<file path="src/rtl/channel_in_acc_ctrl_pkg.sv">
// Shared types and constants for the channel-in accumulator controller.
// The widths and the tree latency carry the same values as the project-wide Para.v.
package channel_in_acc_ctrl_pkg;

  localparam int PICTURE_NUM    = 4;
  localparam int WIDTH_DATA_OUT = 8;
  localparam int TREE_LAT_16    = 4;

  typedef enum logic [1:0] {
    ST_IDLE,
    ST_RUN,
    ST_DRAIN,
    ST_FIN
  } acc_state_t;

  typedef struct packed {
    logic vld;
    logic first;
    logic last;
  } beat_tag_t;

endpackage

</file>
<file path="src/rtl/acc_result_fifo.sv">
// Small synchronous FIFO for finished per-pixel sums.
// The head entry is read straight from the storage registers.
module acc_result_fifo #(
  parameter int WIDTH = 8,
  parameter int DEPTH = 8
) (
  input  logic                   clk,
  input  logic                   rst,
  input  logic                   push,
  input  logic [WIDTH-1:0]       push_data,
  input  logic                   pop,
  output logic [WIDTH-1:0]       head,
  output logic                   full,
  output logic                   empty,
  output logic [$clog2(DEPTH):0] count
);

  localparam int AW = $clog2(DEPTH);
  localparam logic [AW:0] FULL_CNT = (AW+1)'(DEPTH);

  logic [WIDTH-1:0] mem [DEPTH];
  logic [AW-1:0]    wr_ptr;
  logic [AW-1:0]    rd_ptr;
  logic             do_push;
  logic             do_pop;

  assign do_pop  = pop && !empty;
  assign do_push = push && !full;

  always_ff @(posedge clk or posedge rst) begin
    if (rst) begin
      wr_ptr <= '0;
      rd_ptr <= '0;
      count  <= '0;
      for (int i = 0; i < DEPTH; i++) mem[i] <= '0;
    end else begin
      if (do_push) begin
        mem[wr_ptr] <= push_data;
        wr_ptr      <= wr_ptr + 1'b1;
      end
      if (do_pop) rd_ptr <= rd_ptr + 1'b1;
      case ({do_push, do_pop})
        2'b10:   count <= count + 1'b1;
        2'b01:   count <= count - 1'b1;
        default: count <= count;
      endcase
    end
  end

  assign head  = mem[rd_ptr];
  assign full  = (count == FULL_CNT);
  assign empty = (count == '0);

endmodule

</file>
<file path="src/rtl/channel_in_acc_ctrl.sv">
// Admits 16-channel group beats into the adder tree, accumulates tree results
// per output pixel and queues finished sums behind a valid/ready port.
module channel_in_acc_ctrl
  import channel_in_acc_ctrl_pkg::*;
#(
  parameter int LANE_NUM   = PICTURE_NUM,
  parameter int LANE_W     = WIDTH_DATA_OUT * 2,
  parameter int TREE_LAT   = TREE_LAT_16,
  parameter int FIFO_DEPTH = 8
) (
  input  logic                       clk,
  input  logic                       rst,
  input  logic                       cfg_start,
  input  logic [7:0]                 cfg_group_num,
  input  logic [15:0]                cfg_pixel_num,
  output logic                       busy,
  output logic                       done,
  input  logic                       s_valid,
  output logic                       s_ready,
  input  logic [LANE_NUM*LANE_W-1:0] tree_sum,
  output logic [LANE_NUM*LANE_W-1:0] m_data,
  output logic                       m_valid,
  input  logic                       m_ready
);

  localparam int DW = LANE_NUM * LANE_W;
  localparam int CW = $clog2(FIFO_DEPTH) + 1;

  acc_state_t state, state_nxt;

  logic [7:0]  group_last;
  logic [15:0] pixel_num;
  logic [7:0]  group_cnt;
  logic [15:0] pix_issued;
  logic [15:0] pix_started;
  logic [15:0] pix_popped;
  logic [15:0] outstanding;

  logic        pass_load;
  logic        beat_acc;
  logic        beat_first;
  logic        beat_last;
  logic        pipe_empty;

  beat_tag_t   tag_sr [TREE_LAT];
  beat_tag_t   tap;
  logic [DW-1:0] acc;
  logic [DW-1:0] sum;

  logic          fifo_push;
  logic          fifo_pop;
  logic          fifo_full;
  logic          fifo_empty;
  logic [CW-1:0] fifo_count;

  assign beat_acc    = s_valid && s_ready;
  assign beat_first  = (group_cnt == 8'd0);
  assign beat_last   = (group_cnt == group_last);
  // Only pixels whose first beat entered the tree hold a credit.
  assign outstanding = pix_started - pix_popped;

  always_comb begin
    pipe_empty = 1'b1;
    for (int i = 0; i < TREE_LAT; i++)
      if (tag_sr[i].vld) pipe_empty = 1'b0;
  end

  always_ff @(posedge clk or posedge rst) begin
    if (rst) state <= ST_IDLE;
    else     state <= state_nxt;
  end

  always_comb begin
    state_nxt = state;
    pass_load = 1'b0;
    s_ready   = 1'b0;
    busy      = 1'b0;
    done      = 1'b0;
    case (state)
      ST_IDLE: begin
        if (cfg_start) begin
          pass_load = 1'b1;
          state_nxt = (cfg_pixel_num == 16'd0) ? ST_DRAIN : ST_RUN;
        end
      end
      ST_RUN: begin
        busy    = 1'b1;
        s_ready = !beat_first || (outstanding < 16'(FIFO_DEPTH));
        if (beat_acc && beat_last && (pix_issued + 16'd1 == pixel_num))
          state_nxt = ST_DRAIN;
      end
      ST_DRAIN: begin
        busy = 1'b1;
        if (pipe_empty && fifo_empty && (pix_popped == pixel_num))
          state_nxt = ST_FIN;
      end
      ST_FIN: begin
        done      = 1'b1;
        state_nxt = ST_IDLE;
      end
      default: state_nxt = ST_IDLE;
    endcase
  end

  always_ff @(posedge clk or posedge rst) begin
    if (rst) begin
      group_last  <= '0;
      pixel_num   <= '0;
      group_cnt   <= '0;
      pix_issued  <= '0;
      pix_started <= '0;
      pix_popped  <= '0;
    end else if (pass_load) begin
      group_last  <= (cfg_group_num == 8'd0) ? 8'd0 : cfg_group_num - 8'd1;
      pixel_num   <= cfg_pixel_num;
      group_cnt   <= '0;
      pix_issued  <= '0;
      pix_started <= '0;
      pix_popped  <= '0;
    end else begin
      if (beat_acc) begin
        group_cnt <= beat_last ? 8'd0 : group_cnt + 8'd1;
        if (beat_first) pix_started <= pix_started + 16'd1;
        if (beat_last)  pix_issued  <= pix_issued + 16'd1;
      end
      if (fifo_pop) pix_popped <= pix_popped + 16'd1;
    end
  end

  // Tags ride alongside the tree so each tree_sum arrives with its own flags.
  always_ff @(posedge clk or posedge rst) begin
    if (rst) begin
      for (int i = 0; i < TREE_LAT; i++) tag_sr[i] <= '0;
    end else begin
      tag_sr[0] <= '{vld: beat_acc, first: beat_first, last: beat_last};
      for (int i = 1; i < TREE_LAT; i++) tag_sr[i] <= tag_sr[i-1];
    end
  end

  assign tap = tag_sr[TREE_LAT-1];

  for (genvar l = 0; l < LANE_NUM; l++) begin : g_lane
    assign sum[l*LANE_W +: LANE_W] = tap.first ? tree_sum[l*LANE_W +: LANE_W]
                                   : acc[l*LANE_W +: LANE_W] + tree_sum[l*LANE_W +: LANE_W];
  end

  always_ff @(posedge clk or posedge rst) begin
    if (rst)                         acc <= '0;
    else if (tap.vld && !tap.last)   acc <= sum;
  end

  assign fifo_push = tap.vld && tap.last;
  assign fifo_pop  = m_valid && m_ready;
  assign m_valid   = !fifo_empty;

  acc_result_fifo #(
    .WIDTH (DW),
    .DEPTH (FIFO_DEPTH)
  ) u_fifo (
    .clk       (clk),
    .rst       (rst),
    .push      (fifo_push),
    .push_data (sum),
    .pop       (fifo_pop),
    .head      (m_data),
    .full      (fifo_full),
    .empty     (fifo_empty),
    .count     (fifo_count)
  );

  // The credit scheme guarantees room for every finished pixel.
  a_no_push_full: assert property (@(posedge clk) disable iff (rst)
    fifo_push |-> !fifo_full);
  a_count_le_credit: assert property (@(posedge clk) disable iff (rst)
    32'(fifo_count) <= 32'(outstanding));

endmodule

</file>
<file path="config.mk">
export PLATFORM = sky130hd
export DESIGN_NAME = channel_in_acc_ctrl
export DESIGN_NICKNAME = d
export VERILOG_FILES = /design/src/rtl/channel_in_acc_ctrl_pkg.sv /design/src/rtl/acc_result_fifo.sv /design/src/rtl/channel_in_acc_ctrl.sv
export SDC_FILE = /design/constraint.sdc
export NUM_CORES = 2
export LEC_CHECK = 0
export CORE_MARGIN = 5
export CORE_UTILIZATION = 35
export CTS_BUF_LIST = sky130_fd_sc_hd__clkbuf_4
export CTS_CLUSTER_SIZE = 16
export DETAILED_ROUTE_END_ITERATION = 8
export DONT_BUFFER_PORTS = 1
export PLACE_DENSITY = 0.53
export SKIP_LAST_GASP = 1
export SYNTH_ARGS = -nofsm -noshare
export SYNTH_HDL_FRONTEND = slang
export SYNTH_SLANG_ARGS = --single-unit
</file>
<file path="constraint.sdc">
create_clock -name clk -period 29.4 [get_ports clk]
set_input_delay 2.94 -clock clk [delete_from_list [all_inputs] [get_ports clk]]
set_output_delay 2.94 -clock clk [all_outputs]
set_load 0.02 [all_outputs]
</file>
# --- After elaboration in Yosys (flattened, before gate mapping) ---
# Cells that the tools add are included.
totals:
  wordCells: 130
  register_bits: 680
classes:
  reduce_logical: 30
  add_sub_neg: 14
  n_lt_le_gt_ge: 4
  eq_ne: 12
  bitwise: 2
  mux: 37
ops:
  columns: ["operator", "n"]
  rows:
  - ["512-bit bitwise mux", 1]
  - ["64-bit binary-select mux with 3-bit select", 1]
  - ["64-bit demux with 3-bit select", 1]
  - ["16-bit 2-to-1 mux", 12]
  - ["64-bit 2-to-1 mux", 3]
  - ["16-bit adder", 4]
  - ["16-bit by 1-bit adder with 16-bit output, second input constant", 3]
  - ["16-bit == test", 2]
  - ["8-bit 2-to-1 mux", 4]
  - ["16-bit zero test", 1]
  - ["8-bit zero test", 2]
  - ["16-bit by 4-bit less-than comparator with 1-bit output, second input constant", 1]
  - ["16-bit subtractor", 1]
  - ["1-bit logical AND", 11]
  - ["2-bit nonzero test", 5]
  - ["1-bit 2-to-1 mux", 9]
  - ["8-bit by 1-bit adder with 8-bit output, second input constant", 1]
  - ["8-bit == test", 1]
  - ["4-bit >= comparator, second input constant", 2]
  - ["2-bit 2-to-1 mux", 4]
  - ["3-bit NOT with 4-bit output", 2]
  - ["2-bit one-hot mux with 4 select lines", 1]
  - ["4-bit one-hot mux with 2 select lines", 1]
  - ["8-bit by 1-bit subtractor with 8-bit output, second input constant", 1]
  - ["other kinds (15)", 25]

# --- Logic depth before layout (Yosys ltp) ---
logic_depth:
  ltp_word: 9
  mapped_depth: 14

# --- By module ---
# Synthesis repeated with hierarchy kept, for this count alone.
hier_totals:
  cells_unflattened: 2824
  hier_area_um2: 36234.8
by_module_without_submodules:
  columns: ["mod", "cells_each", "area_per_inst_um2", "seq_area_each_um2", "instances"]
  rows:
  - ["acc_result_fifo", 1373, 24328.3, 13062.5, 1]
  - ["channel_in_acc_ctrl", 1451, 11906.4, 3953.8, 1]

# --- Least setup slack after synthesis ---
# OpenSTA, ideal clock, no wires.
synth_timing:
  path_kind: "register -> output"
  startpoint: "register pix_popped[3]"
  endpoint: "output port s_ready"
  stages_incl_launch_ff: 14
  arrival_time_ns: 3.150
  n_path_buf: 3
  setup_slack_ns: 23.310
  path_cell_list: "dfrtp_1 -> clkbuf_1 -> inv_1 -> ha_1 -> o21ai_0 -> nand2b_1 -> nand4_1 -> a31oi_1 -> o311a_1 -> nor3_1 -> or4_4 -> buf_6 -> clkbuf_1 -> a21boi_0"
synth_via:
  elab_chain_len: 4
synth_lines:
  columns: ["item", "line", "rtl"]
  rows:
  - ["from (decl)", "channel_in_acc_ctrl.sv:36", "logic [15:0] pix_popped;"]
  - ["from (signal assigned)", "channel_in_acc_ctrl.sv:126", "if (fifo_pop) pix_popped <= pix_popped + 16'd1;"]
  - ["16-bit subtractor", "channel_in_acc_ctrl.sv:60", "assign outstanding = pix_started - pix_popped;"]
  - ["16-bit by 4-bit less-than comparator with 1-bit output", "channel_in_acc_ctrl.sv:88", "s_ready = !beat_first || (outstanding < 16'(FIFO_DEPTH));"]
  - ["1-bit logical OR", "channel_in_acc_ctrl.sv:88", null]
  - ["1-bit 2-to-1 mux", "channel_in_acc_ctrl.sv:79", "case (state)"]
  - ["to (decl)", "channel_in_acc_ctrl.sv:19", "output logic s_ready,"]
# No other way between the ends.

# --- Worst setup path after layout ---
layout_timing:
  startpoint: "register pix_popped[7]"
  endpoint: "output port s_ready"
# Same word-level chain as after synthesis.

==> flow_metrics.tcl <==
set metrics [dict create \
    fmax_mhz 134 \
    async_flop_share_pct 100 \
    grt_overflow 0 \
    min_period_over_period_pct 25.4 \
    synth.ff_latch_count 680 \
    p_switching_mw 1.29 \
    rrSetupSlack_ps 25590 \
    start_util_pct 35.3 \
    drv_cap 0 \
    route.detailed.drc 0 \
    hold_viol 0 \
    seqPwrFrac_pct 38.5 \
    cp.arrival_ps 4530 \
    crit_required_ps 26460 \
    cts_setup_buffers 0 \
    path_class "reg2out" \
    post_drt_wl_per_cell_um 19.3 \
    p_int_mw 1.94 \
    wl_um 92900 \
    cp_max_fo 56 \
    post-dp-hpwl_um 57500 \
    dpl_cell_area_um2 35400 \
    crit_chain "inv_1 > ha_1 > and4_1 > and2_1 > a32o_1 > a21oi_1 > a2111oi_2 > nand4_1 > or4_4 > a21boi_0" \
    grt_pass1_vias 25500 \
    p_leak_nw 16.3 \
    syn-instance-count 3408 \
    slew_headroom_pct 24.2 \
    netlist_area_um2 34200 \
    clk_pin_slew_worst_paths_ps 60 \
    vias 25000 \
    first_iter_violations 1535 \
    nets 3601 \
    p_clk_share_pct 25.2 \
    yosysSeqAreaShare_pct 49.7 \
    p_comb_share_pct 36.3 \
    layout_common_cells "dfrtp_1, nand2_1, o21ai_0, clkbuf_4, a21oi_1" \
    vdd_drop_max_uv 77.2 \
    grtUsageMet3_pct 4.78 \
    setup_viol 0 \
    cts_buffers 183 \
    synth_edf_count 0 \
    cts_tree "built" \
    grt_use_met1_pct 24.7 \
    top_usage_layer "met2" \
    cts_sinks 680 \
    worst_setup_path_start_kind "flop" \
    fin_tns_setup_ps 0 \
    grt_start_max_net_pins 103 \
    syn_nets 3596 \
    avgSynthCellArea_um2 10.0 \
    die_h_um 323 \
    dieArea_um2 104000 \
    gp_congestion 0.828 \
    final.min_clock_period_ps 7470 \
    grt_first_pass_wirelength_um 148000 \
    cts_root_buffer "clkbuf_4" \
    cts_resized 0 \
    use_met2_pct 28.6 \
    r2r-start "acc[1]" \
    rows 114 \
    worst_pin_slew_ps 1140 \
    cts_hold_buf 0 \
    port_buffers 0 \
    outcome "completed" \
    hold_path_class "reg2reg" \
    max_stage_delay_ps 740 \
    layout_commonest_cell "dfrtp_1" \
    die_w_um 323 \
    clockBufferDepth 3 \
    synthDistinctLibCells 73 \
    synthFlopType "dfrtp_1" \
    fin_cells 4823 \
    ant_nets 0 \
    p_sw_share_pct 40.0 \
    drtPass1Iterations 5 \
    holdCritStartpoint "tag_sr[6]" \
    power.density_nw_per_um2 85.9 \
    yosysWarningCount 0 \
    final_max_slew_viol_count 0 \
    crit_slowest_cell "or4_4" \
    critPathLaunch "pix_popped[7]" \
    rsz0062_at_grt "false" \
    fin_area_um2 37600 \
    post-place-cells 4504 \
    area_delta_synth_final_pct 9.87 \
    insertion_delay_ps 1040 \
    track_usage_pct 18.0 \
    io_pins 161 \
    antenna_found_initial 4 \
    viasPerCell 5.18 \
    worstSetupEndpointType "output pin" \
    drive_gt1_share_pct 16.1 \
    cts_max_level 4 \
    final.setup_skew_ps 97.3 \
    coreArea_um2 96900 \
]
## per-layer routing
| metal | routed length [µm] | vias to the layer above |
|---|---|---|
| met5 | 11 | - |
| met1 | 43200 | 12200 |
| met2 | 42700 | 494 |
| li1 | - | 12200 |
| met3 | 5450 | 128 |
| met4 | 1490 | 2 |
## worst max-delay path, delay by kind of cell (launching register included)
kind,cells,cell delay (ps)
compound gates,4,1250
fa+ha+maj,1,410
buf+inv,1,100
flops,1,390
simple gates,4,1350
## stage by stage
stage	total power [mW]	hold WS (ps)	util [%]	setup WS (ps)
finish	3.23	335	38.8	21930
global route	3.49	354	38.8	21530
CTS	3.29	337	38.8	21820
detailed placement	2.45	336	36.5	22980
global placement	2.44	335	36.5	23000
floorplan	2.11	331	-	7400
## cells in the mapped netlist (4+ instances only)
master | instances | share of area (%)
clkbuf_1 | 182 | 2.0
nor2_1 | 187 | 2.1
o21ai_1 | 6 | 0.088
xor2_1 | 48 | 1.2
o2111ai_1 | 4 | 0.10
nand2_1 | 650 | 7.1
dfrtp_1 | 680 | 50
fa_1 | 5 | 0.29
mux2i_1 | 27 | 0.79
or3_1 | 14 | 0.26
and4_1 | 8 | 0.20
buf_1 | 25 | 0.27
nand3_1 | 58 | 0.85
nor4_1 | 13 | 0.24
nand4_1 | 20 | 0.37
o31ai_1 | 13 | 0.29
nor3_1 | 56 | 0.82
or4_1 | 13 | 0.29
a21o_1 | 18 | 0.39
nor2b_1 | 21 | 0.38
and3_1 | 14 | 0.26
o21ai_0 | 538 | 7.9
a2111o_1 | 12 | 0.39
a211oi_1 | 27 | 0.59
and2_1 | 9 | 0.16
a21oi_1 | 194 | 2.8
o211ai_1 | 7 | 0.15
mux4_2 | 128 | 8.4
o41ai_1 | 6 | 0.15
inv_1 | 62 | 0.68
o21a_1 | 7 | 0.15
xnor2_1 | 76 | 1.9
mux2_2 | 95 | 3.1
a31oi_1 | 7 | 0.13
ha_1 | 90 | 3.3
nand2b_1 | 24 | 0.44
## final cells by class
class / count / area, µm²
diodes: 4 / 10.0
clock inverters: 56 / 265
clock buffers: 259 / 1940
multi-input cells: 2452 / 16200
well taps: 1276 / 1600
inverters: 63 / 244
repair buffers: 33 / 260
fillers: 9779 / 59300
flip-flops and latches: 680 / 17000
## power groups by stage
stage	clock network, mW	registers [mW]	logic (mW)
2_1_floorplan	0	1.17	0.937
3_3_place_gp	0	1.26	1.17
3_5_place_dp	0	1.26	1.19
4_1_cts	0.850	1.25	1.19
5_1_grt	0.900	1.27	1.32
6_report	0.815	1.24	1.17
## path summary, 6_finish.rpt
path	end	cells past startpoint
setup / recovery	s_ready	10
hold / removal	tag_sr[3]	0
setup reg to reg	u_fifo.mem[79]	10
hold reg to reg	tag_sr[3]	0
max in group asynchronous	u_fifo.mem[477]	4
min in group asynchronous	group_cnt[2]	1
## kinds of logic (layout without fill, tap and decap cells)
group                      Yosys count  in the layout  share of synthesized area (%)
adders and majority gates           95             95                           3.58
xor gates and xnor gates           124            124                           3.17
AOI/OAI and AO/OA                  883            883                           14.3
buffers and inverters              276            411                           3.10
and+or+nand+nor                   1100           1100                           13.8
muxes                              250            250                           12.3
other                                0              4                              0
DFF                                680            680                           49.7
## flip-flops by register name, summed over array words and instances (netlist names)
register and cells:
pixel_num 16, acc 64, u_fifo.count 4, pix_popped 16
tag_sr 12, u_fifo.mem 512, group_last 8, group_cnt 8
u_fifo.rd_ptr 3, state 2, pix_started 16, pix_issued 16
u_fifo.wr_ptr 3
Power figures use the tool's default switching activity.
